[src/rtl/puf_pkg.sv]
// puf_pkg: shared FSM states and challenge/mode constants for the RO-PUF verifier.
package puf_pkg;
  typedef enum logic [2:0] {IDLE, ISSUE, WAIT, CAPTURE, NEXT, FINISH} state_e;
  localparam logic [7:0] LFSR_TAPS     = 8'hB8;
  localparam logic [7:0] ZERO_SEED_SUB = 8'h01;
  localparam logic       MODE_ENROLL   = 1'b0;
  localparam logic       MODE_VERIFY   = 1'b1;
endpackage

[src/rtl/puf_chal_lfsr.sv]
// puf_chal_lfsr: 8-bit Fibonacci LFSR challenge generator; a zero seed is replaced so the register never locks up.
module puf_chal_lfsr
  import puf_pkg::*;
(
  input  logic       clk,
  input  logic       rst_n,
  input  logic       load,
  input  logic       adv,
  input  logic [7:0] seed,
  output logic [7:0] chal
);
  logic [7:0] chal_q, chal_d;
  always_comb begin
    chal_d = chal_q;
    if (load) chal_d = (seed == 8'h00) ? ZERO_SEED_SUB : seed;
    else if (adv) chal_d = {chal_q[6:0], ^(chal_q & LFSR_TAPS)};
  end
  always_ff @(posedge clk or negedge rst_n)
    if (!rst_n) chal_q <= '0;
    else chal_q <= chal_d;
  assign chal = chal_q;
endmodule

[src/rtl/puf_verifier.sv]
// puf_verifier: issues LFSR challenges to the PUF array, enrolls a reference response set
// and verifies later runs by accumulated Hamming distance against a threshold.
module puf_verifier
  import puf_pkg::*;
#(
  parameter int N_CHAL      = 4,
  parameter int RESP_W      = 8,
  parameter int TIMEOUT_CYC = 1023,
  parameter int HD_W        = 6
) (
  input  logic              clk,
  input  logic              rst_n,
  input  logic              ena,
  input  logic              start,
  input  logic              mode,
  input  logic [7:0]        seed,
  input  logic [HD_W-1:0]   threshold,
  output logic [7:0]        puf_challenge,
  output logic              puf_clear,
  input  logic [RESP_W-1:0] puf_response,
  input  logic [RESP_W-1:0] puf_finish,
  output logic              busy,
  output logic              done,
  output logic              pass,
  output logic              error,
  output logic [HD_W-1:0]   hd,
  output logic              enrolled
);
  localparam int IDX_W = $clog2(N_CHAL);
  localparam int CNT_W = $clog2(TIMEOUT_CYC + 1);
  localparam int PC_W  = $clog2(RESP_W + 1);

  state_e            state_q, state_d;
  logic [IDX_W-1:0]  idx_q, idx_d;
  logic [CNT_W-1:0]  cnt_q, cnt_d;
  logic [HD_W-1:0]   hd_q, hd_d;
  logic              mode_q, mode_d, pass_q, pass_d, err_q, err_d, enr_q, enr_d;
  logic              ref_we, lfsr_load, lfsr_adv;
  logic [RESP_W-1:0] ref_mem_q [N_CHAL];
  logic [HD_W:0]     hd_sum;

  function automatic logic [PC_W-1:0] popcount(input logic [RESP_W-1:0] v);
    popcount = '0;
    for (int i = 0; i < RESP_W; i++) popcount += PC_W'(v[i]);
  endfunction

  assign hd_sum = {1'b0, hd_q} + (HD_W+1)'(popcount(puf_response ^ ref_mem_q[idx_q]));

  puf_chal_lfsr u_lfsr (
    .clk  (clk),
    .rst_n(rst_n),
    .load (lfsr_load),
    .adv  (lfsr_adv),
    .seed (seed),
    .chal (puf_challenge)
  );

  always_comb begin
    state_d   = state_q;
    idx_d     = idx_q;
    cnt_d     = cnt_q;
    mode_d    = mode_q;
    hd_d      = hd_q;
    pass_d    = pass_q;
    err_d     = err_q;
    enr_d     = enr_q;
    ref_we    = 1'b0;
    lfsr_load = 1'b0;
    lfsr_adv  = 1'b0;
    if (ena) begin
      case (state_q)
        IDLE: if (start) begin
          mode_d    = mode;
          hd_d      = '0;
          pass_d    = 1'b0;
          err_d     = 1'b0;
          idx_d     = '0;
          lfsr_load = 1'b1;
          if (mode == MODE_VERIFY && !enr_q) begin
            err_d   = 1'b1;
            state_d = FINISH;
          end else begin
            if (mode == MODE_ENROLL) enr_d = 1'b0;
            state_d = ISSUE;
          end
        end
        ISSUE: begin
          cnt_d   = '0;
          state_d = WAIT;
        end
        // First WAIT cycle still sees the finish flags from the previous measurement.
        WAIT: if (cnt_q != '0 && &puf_finish) state_d = CAPTURE;
          else if (cnt_q == CNT_W'(TIMEOUT_CYC - 1)) begin
            err_d   = 1'b1;
            state_d = FINISH;
          end else cnt_d = cnt_q + CNT_W'(1);
        CAPTURE: begin
          if (mode_q == MODE_ENROLL) ref_we = 1'b1;
          else hd_d = hd_sum[HD_W] ? '1 : hd_sum[HD_W-1:0];
          state_d = NEXT;
        end
        NEXT: if (idx_q == IDX_W'(N_CHAL - 1)) state_d = FINISH;
          else begin
            idx_d    = idx_q + IDX_W'(1);
            lfsr_adv = 1'b1;
            state_d  = ISSUE;
          end
        FINISH: begin
          if (!err_q && mode_q == MODE_ENROLL) enr_d = 1'b1;
          if (!err_q && mode_q == MODE_VERIFY) pass_d = hd_q <= threshold;
          state_d = IDLE;
        end
        default: state_d = IDLE;
      endcase
    end
  end

  always_ff @(posedge clk or negedge rst_n)
    if (!rst_n) begin
      state_q <= IDLE;
      idx_q   <= '0;
      cnt_q   <= '0;
      mode_q  <= 1'b0;
      hd_q    <= '0;
      pass_q  <= 1'b0;
      err_q   <= 1'b0;
      enr_q   <= 1'b0;
    end else begin
      state_q <= state_d;
      idx_q   <= idx_d;
      cnt_q   <= cnt_d;
      mode_q  <= mode_d;
      hd_q    <= hd_d;
      pass_q  <= pass_d;
      err_q   <= err_d;
      enr_q   <= enr_d;
    end

  always_ff @(posedge clk)
    if (ref_we) ref_mem_q[idx_q] <= puf_response;

  assign puf_clear = ena && state_q == ISSUE;
  assign done      = ena && state_q == FINISH;
  assign busy      = state_q != IDLE;
  assign pass      = pass_q;
  assign error     = err_q;
  assign hd        = hd_q;
  assign enrolled  = enr_q;
endmodule
[config.mk]
export PLATFORM = sky130hd
export DESIGN_NAME = puf_verifier
export DESIGN_NICKNAME = d
export VERILOG_FILES = /design/src/rtl/puf_pkg.sv /design/src/rtl/puf_chal_lfsr.sv /design/src/rtl/puf_verifier.sv
export SDC_FILE = /design/constraint.sdc
export NUM_CORES = 1
export LEC_CHECK = 0
export BUFFER_PORTS_ARGS = -buffer_cell sky130_fd_sc_hd__buf_2
export CAP_MARGIN = 30
export CORE_ASPECT_RATIO = 1.75
export CORE_MARGIN = 1.5
export CORE_UTILIZATION = 30
export DETAILED_ROUTE_END_ITERATION = 8
export PLACE_DENSITY = 0.55
export SYNTH_ARGS = -nofsm -noshare
export SYNTH_HDL_FRONTEND = slang
export SYNTH_SLANG_ARGS = --single-unit
[constraint.sdc]
create_clock -name clk -period 7.06 [get_ports clk]
set_clock_uncertainty 0.1 [all_clocks]
set_input_delay 0.706 -clock clk [delete_from_list [all_inputs] [get_ports clk]]
set_output_delay 0.706 -clock clk [all_outputs]
set_load 0.03 [all_outputs]
==> results.py, run 1 <==
metrics = {
    "worst_setup_path": {
        "worstSetupEndpointType": "flip-flop",
        "cp_common_cell": "fa_1",
        "critPathKind": "reg2reg",
        "critPathMaxFanout": 13,
        "slowest_stage": "dfrtp_1",
        "crit_buf_inv": 1,
        "worstPathArrival_ns": 5.04,
        "path_depth": 13,
        "r2r_start": "idx_q[0]",
        "required_ns": 7.21,
        "endpoint": "hd[3]",
        "rr_worst_depth": 13,
        "slowest_delay_ns": 0.75,
        "path_cells": "mux4_2, xor2_1, fa_1, fa_1, inv_1, fa_1, fa_1, fa_1, nor2b_1, o21ai_0, nand2b_1, nand3_1, a31oi_1",
        "rrSetupSlack_ns": 2.16,
        "worst_r2r_endpoint": "hd[3]",
        "path_delay_family": "adder cells",
        "startpoint_type": "flip-flop",
        "crit_start": "idx_q[0]",
    },
    "placement": {
        "dp_cells": 523,
        "place_hpwl_mm": 6.41,
        "gp_congestion": 0.876,
        "place_area_sq_mm": 0.00411,
        "port_buffers": 54,
    },
    "routing": {
        "final_antenna_net_count": 0,
        "routed_wl_mm": 8.66,
        "vias": 2698,
        "dr.pass1.iters": 4,
        "drc": 0,
        "wl_per_cell_um": 16.1,
        "via_per_inst": 5.01,
        "drtIter0Drc": 93,
    },
    "clocking": {
        "cts_tree": "done",
        "numCtsBuffers": 9,
        "clkSinkCount": 65,
        "clk_latency_ns": 0.33,
        "hold_buffers": 0,
        "cts_setup_buffers": 0,
        "htreeDepth": 3,
        "cts_resized": 0,
        "cts-root-buf": "clkbuf_16",
        "clkTransAtPathRegs_ns": 0.05,
        "cts_buffer_depth": 2,
    },
    "pwr": {
        "ir_drop_uv": 149,
        "p_leak_uw": 0.00184,
        "pwr_density_cell_mw_per_mm2": 438,
    },
    "floorplan": {
        "io_pins": 55,
        "initial_utilization_pct": 30.7,
        "die_y_um": 150,
        "die_w_um": 86.8,
        "coreArea_sq_mm": 0.0120,
        "row_count": 53,
        "dieArea_sq_mm": 0.0130,
    },
    "sta": {
        "max-slew-margin-rel_pct": 42.2,
        "rsz0062_at_grt": "no",
        "slew_viol_final": 0,
        "fin_crit_sh_pct": 69.4,
        "finalHoldViolations": 0,
        "finalSetupTns_ns": 0,
        "tightestPinTransition_ns": 0.865,
        "setup_violations": 0,
        "min_period_ns": 4.90,
        "max_freq_mhz": 204,
        "timing.hold.ws_ns": 0.373,
    },
    "layout": {
        "fin_area_sq_mm": 0.00441,
        "diodes": 0,
        "nFillCells": 1200,
        "final_cell_mix": "54 x buf_2, 33 x dfrtp_1, 32 x edfxtp_1, 22 x inv_1, 19 x ha_1",
        "final_common_cell": "buf_2",
        "fin_nets": 428,
        "instances_no_fill": 539,
        "area_growth_pct": 19.7,
        "final_util_pct": 36.8,
        "drive_above_1_share_pct": 24.9,
    },
    "grt": {
        "grtUsageTotal_pct": 14.6,
        "grt_pass1_wl_mm": 14.3,
        "grt_pass1_vias": 2796,
        "grt_start_max_net_pins": 34,
        "antenna_found_initial": 0,
        "grt-ovfl-total": 0,
    },
    "synth": {
        "synth_edf_count": 32,
        "syn_avg_cell_area_sq_um": 11.8,
        "netlist_area_sq_mm": 0.00369,
        "synth_top_flop_cell": "dfrtp_1",
        "synth.distinct_cells": 56,
        "synth_top_cell_by_area": "edfxtp_1",
        "ys_seq_elements": 65,
        "synthMuxAreaShare_pct": 7.36,
        "synth_compound_area_share_pct": 13.3,
        "synth_top_area_share_pct": 26.1,
        "synth-xor-area-share_pct": 3.09,
        "synthAdderAreaFrac_pct": 9.16,
        "synth-warning-count": 0,
        "ys_async_sr_fraction_pct": 50.8,
        "synth_top_family_by_area": "simple AND/OR/NAND/NOR gates",
        "yosys-top-cells-area": "edfxtp_1 26%, dfrtp_1 22%, ha_1 6.4%",
        "synthSimpleGateAreaFrac_pct": 14.7,
        "syn_nets": 372,
        "syn_inst": 313,
        "ys_seq_area_share_pct": 48.4,
    },
    "hold_path": {
        "hold_path.class": "in2async",
    },
    "run": {
        "max_cap_violations": 0,
    },
    "outcome": {
        "status": "complete, no violations",
    },
}
## state kept, by name (all words and copies together) (netlist names)
name and count:
mode_q 1, idx_q 2, state_q 3, error 1, u_lfsr.chal 8, cnt_q 10
pass 1, ref_mem_q 32, hd 6, enrolled 1
## cell usage after synthesis, types with 2 or more instances
cell       n
dfrtp_1   33
edfxtp_1  32
inv_1     22
ha_1      19
nand2_1   18
o21ai_0   16
a21oi_1   15
nand3_1   11
nor2_1    10
a41oi_1    9
nand2b_1   9
xnor2_1    9
a31oi_1    8
mux2i_1    8
mux4_2     8
and2_1     7
nand4_1    6
fa_1       5
nor3_1     5
nor3b_1    4
xor2_1     4
a211oi_1   3
and3_2     3
buf_2      3
clkbuf_1   3
nor4_1     3
a21bo_2    2
a21o_1     2
and3_1     2
and4_1     2
buf_4      2
buf_6      2
nand3b_1   2
nor2b_1    2
nor3_4     2
o31ai_1    2
## logic make-up after synthesis
| logic type | count (synthesis) |
|---|---|
| adders and majority gates | 24 |
| muxes | 17 |
| buffers and inverters | 32 |
| AOI/OAI and AO/OA | 70 |
| xor gates and xnor gates | 13 |
| and+or+nand+nor | 92 |
| DFF | 65 |
## how the worst min path moves through the flow
stage,startpoint,endpoint,slack [ns],cells after the start
detailed placement,cnt_q[9],cnt_q[9],0.44,1
CTS,rst_n,cnt_q[9],0.40,1
floorplan,rst_n,cnt_q[0],0.31,0
finish,rst_n,cnt_q[7],0.37,1
global placement,pass,pass,0.42,2
global route,rst_n,u_lfsr.chal[5],0.44,1
## metal layers
| layer | up-vias | share of wire, % | global-route usage (%) |
|---|---|---|---|
| li1 | 1286 | - | - |
| met4 | 0 | 1.9 | 5.16 |
| met2 | 58 | 56 | 26.4 |
| met1 | 1342 | 37 | 16.0 |
| met3 | 12 | 4.3 | 4.08 |
| met5 | - | 0 | 0 |
## worst register-to-register path, delay by kind of cell, from the launching register on
family	cells	cell delay, ns
compound gates	2	0.27
xor+xnor	1	0.19
buf+inv	1	0.07
mux	1	0.59
fa+ha+maj	5	2.42
simple gates	3	0.44
flops	1	0.75
## final cells by class
cell class / instances / area (sq um) / share of cell area (%)
Timing Repair Buffer: 55 / 278 / 6.29
Tap cell: 165 / 206 / 4.68
Inverter: 22 / 82.6 / 1.87
Clock inverter: 4 / 68.8 / 1.56
Multi-Input combinational cell: 216 / 1760 / 39.8
Sequential cell: 65 / 1790 / 40.5
Clock buffer: 12 / 236 / 5.36
## per-stage QoR
stage / worst slack, ns / total power [uW]
global route: 1.84 / 2110
floorplan: 2.53 / 1260
CTS: 2.09 / 1970
finish: 2.16 / 1930
global placement: 2.19 / 1490
detailed placement: 2.07 / 1500
## where the power goes
part	internal (uW)	switching (uW)	total (uW)
Sequential	469	118	587
Clock	307	153	460
Combinational	386	500	886
Total	1160	771	1930
No activity file was read; power rests on OpenSTA's default activity.
==> run 2, diff against run 1 <==
--- a/config.mk
+++ b/config.mk
@@ -11,7 +11,7 @@
 export CORE_MARGIN = 1.5
 export CORE_UTILIZATION = 30
 export DETAILED_ROUTE_END_ITERATION = 8
-export PLACE_DENSITY = 0.55
+export PLACE_DENSITY = 0.57
 export SYNTH_ARGS = -nofsm -noshare
 export SYNTH_HDL_FRONTEND = slang
 export SYNTH_SLANG_ARGS = --single-unit
==> constraint.sdc (replaced) <==
create_clock -name clk -period 4.4 [get_ports clk]
set_clock_uncertainty 0.1 [all_clocks]
set_input_delay 0.44 -clock clk [delete_from_list [all_inputs] [get_ports clk]]
set_output_delay 0.44 -clock clk [all_outputs]
set_load 0.03 [all_outputs]
==> results.py, run 2 (synthesis gave the netlist of run 1 again) <==
metrics = {
    "grt": {
        "grt_pass1_vias": 2793,
        "grtUsageTotal_pct": 14.3,
        "antenna_found_initial": 0,
        "grt-ovfl-total": 0,
        "grt_start_max_net_pins": 34,
        "grt_pass1_wl_mm": 14.1,
    },
    "layout": {
        "instances_no_fill": 545,
        "final-seq-area_sq_mm": 0.00179,
        "fin_nets": 434,
        "area_growth_pct": 21.3,
        "drive_above_1_share_pct": 28.4,
        "final_common_cell": "buf_2",
        "final_cell_mix": "54 x buf_2, 32 x dfrtp_1, 32 x edfxtp_1, 22 x inv_1, 19 x ha_1",
        "final_util_pct": 37.3,
        "largest_reg_flops": 32,
        "diodes": 0,
        "regMostFlops": "ref_mem_q",
        "nFillCells": 1169,
        "multi_input_area_sq_mm": 0.00179,
        "fin_area_sq_mm": 0.00448,
    },
    "clocking": {
        "cts_tree": "done",
        "clkTransAtPathRegs_ns": 0.06,
        "htreeDepth": 3,
        "cts-root-buf": "clkbuf_16",
        "cts_buffer_depth": 2,
        "hold_buffers": 0,
        "clkSinkCount": 65,
        "clk_latency_ns": 0.33,
        "numCtsBuffers": 9,
    },
    "worst_setup_path": {
        "rrSetupSlack_ns": 0.14,
        "worstPathArrival_ns": 4.34,
        "critPathKind": "reg2reg",
        "startpoint_type": "flip-flop",
        "required_ns": 4.48,
        "worstSetupEndpointType": "flip-flop",
        "critPathMaxFanout": 5,
        "r2r_start": "idx_q[0]",
        "rr_worst_depth": 13,
        "worst_r2r_endpoint": "hd[4]",
    },
    "sta": {
        "max-slew-margin-rel_pct": 46.1,
        "rsz0062_at_grt": "yes",
        "max_freq_mhz": 235,
        "fin_crit_sh_pct": 96.9,
        "finalSetupTns_ns": 0,
        "tightestPinTransition_ns": 0.809,
        "slew_viol_final": 0,
        "finalHoldViolations": 0,
        "timing.hold.ws_ns": 0.102,
        "min_period_ns": 4.26,
        "setup_violations": 0,
    },
    "placement": {
        "dp_cells": 527,
        "place_area_sq_mm": 0.00414,
        "place_hpwl_mm": 6.49,
        "gp_congestion": 0.841,
        "port_buffers": 54,
    },
    "floorplan": {
        "dieArea_sq_mm": 0.0130,
        "die_w_um": 86.8,
        "row_count": 53,
        "coreArea_sq_mm": 0.0120,
        "die_y_um": 150,
        "io_pins": 55,
        "initial_utilization_pct": 30.7,
    },
    "routing": {
        "via_per_inst": 4.96,
        "routed_wl_mm": 8.75,
        "final_antenna_net_count": 0,
        "drc": 0,
        "vias": 2703,
        "wl_per_cell_um": 16.1,
        "drtIter0Drc": 135,
        "dr.pass1.iters": 4,
    },
    "pwr": {
        "p_leak_uw": 0.00186,
        "ir_drop_uv": 364,
        "pwr_density_cell_mw_per_mm2": 710,
    },
    "run": {
        "max_cap_violations": 0,
    },
    "hold_path": {
        "hold_path.class": "in2async",
    },
    "outcome": {
        "status": "complete, no violations",
    },
}
-- run 2: routing by layer --
layer	GRT usage [%]	up-vias	wire, um
met2	27.2	64	4970
met5	0	-	0
li1	-	1294	-
met3	2.37	10	314
met1	15.3	1335	3360
met4	5.73	0	113
-- run 2: critical path: stages (launching register included) --
cell	delay, ns
dfrtp_2	0.40
mux4_2	0.54
xor2_2	0.19
fa_1	0.46
fa_1	0.55
inv_1	0.05
fa_1	0.46
fa_2	0.39
fa_2	0.36
nor2b_1	0.12
o21ai_1	0.07
nand2b_1	0.17
and4_1	0.21
nor3_1	0.04
-- run 2: cell type report --
class / instances / area share [%]
inverters: 22 / 1.85
multi-input cells: 216 / 39.9
clock inverters: 5 / 1.26
repair buffers: 61 / 7.21
flip-flops and latches: 65 / 39.9
well taps: 165 / 4.61
clock buffers: 11 / 5.20
-- run 2: how the worst max path moves through the flow --
stage / end / cells past startpoint / startpoint / slack [ns]
floorplan: hd[0] / 14 / idx_q[0] / 0.03
finish: hd[4] / 13 / idx_q[0] / 0.14
global route: hd[3] / 13 / idx_q[0] / -0.02
CTS: hd[4] / 13 / idx_q[0] / 0.06
detailed placement: hd[3] / 13 / idx_q[0] / -0.11
global placement: hd[4] / 13 / idx_q[0] / -0.02
-- run 2: through the flow --
step / total power (uW) / setup WS [ns]
6_report: 3180 / 0.138
5_1_grt: 3440 / -0.0192
4_1_cts: 3200 / 0.0561
3_5_place_dp: 2490 / -0.106
3_3_place_gp: 2470 / -0.0189
2_1_floorplan: 2040 / 0.0288
-- run 2: repair_timing --
action                                 CTS  global route
gates resized for setup                  3             3
buffers inserted                         1             1
endpoints found under the hold margin    0             0
setup endpoints to repair                5             6
pin swaps                                1             5
-- run 2: power by group --
part / switching [uW] / internal [uW]
clock: 255 / 437
sequential: 164 / 754
combinational: 871 / 694
==> run 3, diff against run 2 <==
--- a/config.mk
+++ b/config.mk
@@ -12,6 +12,7 @@
 export CORE_UTILIZATION = 30
 export DETAILED_ROUTE_END_ITERATION = 8
 export PLACE_DENSITY = 0.57
+export REMOVE_ABC_BUFFERS = 1
 export SYNTH_ARGS = -nofsm -noshare
 export SYNTH_HDL_FRONTEND = slang
 export SYNTH_SLANG_ARGS = --single-unit
==> constraint.sdc (replaced) <==
create_clock -name clk -period 3.7 [get_ports clk]
set_clock_uncertainty 0.1 [all_clocks]
set_input_delay 0.37 -clock clk [delete_from_list [all_inputs] [get_ports clk]]
set_output_delay 0.37 -clock clk [all_outputs]
set_load 0.03 [all_outputs]
==> results.py, run 3 (synthesis gave the netlist of run 1 again) <==
metrics = {
    "routing": {
        "drt-met1-wl_mm": 3.34,
        "dr.max_layer_used": "met4",
        "wl_met2_mm": 4.97,
        "wl_per_cell_um": 16.0,
        "dr.pass1.iters": 4,
        "final_antenna_net_count": 0,
        "wl_met3_um": 388,
        "drtIter0Drc": 116,
        "via_per_inst": 4.97,
        "drc": 0,
        "routed_wl_mm": 8.81,
        "vias": 2741,
    },
    "pwr": {
        "pwr_density_cell_mw_per_mm2": 849,
        "p_sw_share_pct": 39.5,
        "pwr-share-seq_pct": 27.9,
        "pwr-share-comb_pct": 47.9,
        "cellInternalPower_uw": 2340,
        "p_leak_uw": 0.00191,
        "p_sw_uw": 1530,
        "p_clk_share_pct": 24.1,
        "ir_drop_uv": 326,
    },
    "grt": {
        "antenna_found_initial": 0,
        "grt_pass1_vias": 2931,
        "grt-ovfl-total": 0,
        "grt_pass1_wl_mm": 14.1,
        "grtUsageTotal_pct": 14.3,
        "grt_start_max_net_pins": 34,
    },
    "sta": {
        "setup_violations": 6,
        "fin_ws_ns": -0.491,
        "max_freq_mhz": 239,
        "tightestPinTransition_ns": 0.799,
        "min_period_ns": 4.19,
        "fin_crit_sh_pct": 113,
        "timing.hold.ws_ns": 0.0217,
        "max-slew-margin-rel_pct": 46.7,
        "finalHoldViolations": 0,
        "slew_viol_final": 0,
        "rsz0062_at_grt": "yes",
    },
    "clocking": {
        "cts_tree": "done",
        "htreeDepth": 3,
        "clkSinkCount": 65,
        "cts_buffer_depth": 2,
        "clk_latency_ns": 0.33,
        "numCtsBuffers": 9,
        "cts-root-buf": "clkbuf_16",
        "clkTransAtPathRegs_ns": 0.06,
    },
    "worst_setup_path": {
        "cp_common_cell": "fa_1",
        "startpoint_type": "flip-flop",
        "rrSetupSlack_ns": -0.49,
        "required_ns": 3.79,
        "path_delay_family": "adder cells",
        "critPathKind": "reg2reg",
        "path_cells": "mux4_2, xor2_2, fa_1, fa_1, inv_1, fa_1, fa_2, fa_2, nor2b_1, o21ai_1, nand2b_1, and4_1, nor3_1",
        "crit_buf_inv": 1,
        "slowest_stage": "mux4_2",
        "worstPathArrival_ns": 4.28,
        "critPathMaxFanout": 5,
        "slowest_delay_ns": 0.54,
        "worstSetupEndpointType": "flip-flop",
    },
    "layout": {
        "largest_reg_flops": 32,
        "area_growth_pct": 23.6,
        "final_common_cell": "buf_2",
        "instances_no_fill": 552,
        "drive_above_1_share_pct": 29.7,
        "fin_nets": 441,
        "final_util_pct": 38.0,
        "regMostFlops": "ref_mem_q",
        "final_cell_mix": "54 x buf_2, 33 x dfrtp_1, 32 x edfxtp_1, 22 x inv_1, 19 x ha_1",
        "diodes": 0,
    },
    "placement": {
        "gp_congestion": 0.790,
        "port_buffers": 54,
        "place_hpwl_mm": 6.67,
        "dp_cells": 533,
    },
    "floorplan": {
        "coreArea_sq_mm": 0.0120,
        "die_w_um": 86.8,
        "row_count": 53,
        "die_y_um": 150,
        "initial_utilization_pct": 30.7,
        "io_pins": 55,
        "dieArea_sq_mm": 0.0130,
    },
    "outcome": {
        "violations": "negative setup slack",
        "status": "complete, but fails checks",
    },
    "hold_path": {
        "hold_path.class": "in2async",
    },
    "run": {
        "max_cap_violations": 0,
    },
}
[run 3: final timing paths]
path | start | endpoint | depth (start not counted)
hold / removal | rst_n | u_lfsr.chal[0] | 1
setup / recovery | idx_q[0] | hd[4] | 13
min in group clk | seed[4] | u_lfsr.chal[4] | 3
max in group asynchronous | rst_n | error | 1
setup reg to reg | idx_q[0] | hd[4] | 13
hold reg to reg | cnt_q[9] | cnt_q[9] | 1
[run 3: repair_timing]
item	in CTS	in global routing
hold buffers	0	0
endpoints found under the setup margin	6	6
buffers inserted	2	1
gates resized for setup	6	0
pin swaps	8	2
[run 3: final cells by class]
cell class | instances | area [sq um]
Sequential cell | 65 | 1790
Clock buffer | 9 | 225
Inverter | 22 | 82.6
Clock inverter | 7 | 103
Fill cell | 1174 | 7440
Timing Repair Buffer | 68 | 375
Multi-Input combinational cell | 216 | 1780
Tap cell | 165 | 206
[run 3: worst register-to-register path: cells and delay by family (launching register included)]
family | cells | cell delay [ns]
and+or+nand+nor | 4 | 0.53
AOI/OAI and AO/OA | 1 | 0.07
muxes | 1 | 0.54
DFF | 1 | 0.40
xor gates and xnor gates | 1 | 0.17
adders and majority gates | 5 | 2.19
buffers and inverters | 1 | 0.05
[run 3: per-layer routing]
layer / up-vias / global-route usage (%)
li1: 1316 / -
met1: 1357 / 14.7
met2: 57 / 27.0
met3: 11 / 4.08
met4: 0 / 4.76
met5: - / 0
[run 3: power groups by stage]
stage | Sequential, uW | Clock, uW | Combinational (uW)
after global routing | 1100 | 984 | 2080
after floorplan | 1220 | 0 | 1130
final | 1080 | 934 | 1860
after global placement | 1090 | 0 | 1810
after CTS | 1080 | 954 | 1880
after detailed placement | 1090 | 0 | 1820
[run 3: through the flow]
stage | total power, uW | cell area [sq um] | setup WS (ns) | setup TNS, ns
2_1_floorplan | 2350 | 3620 | -0.891 | -5.22
6_report | 3870 | 4560 | -0.491 | -2.74
3_3_place_gp | 2900 | 4180 | -0.718 | -4.12
5_1_grt | 4170 | 4560 | -0.628 | -3.63
4_1_cts | 3920 | 4550 | -0.519 | -2.90
3_5_place_dp | 2920 | 4180 | -0.776 | -4.52
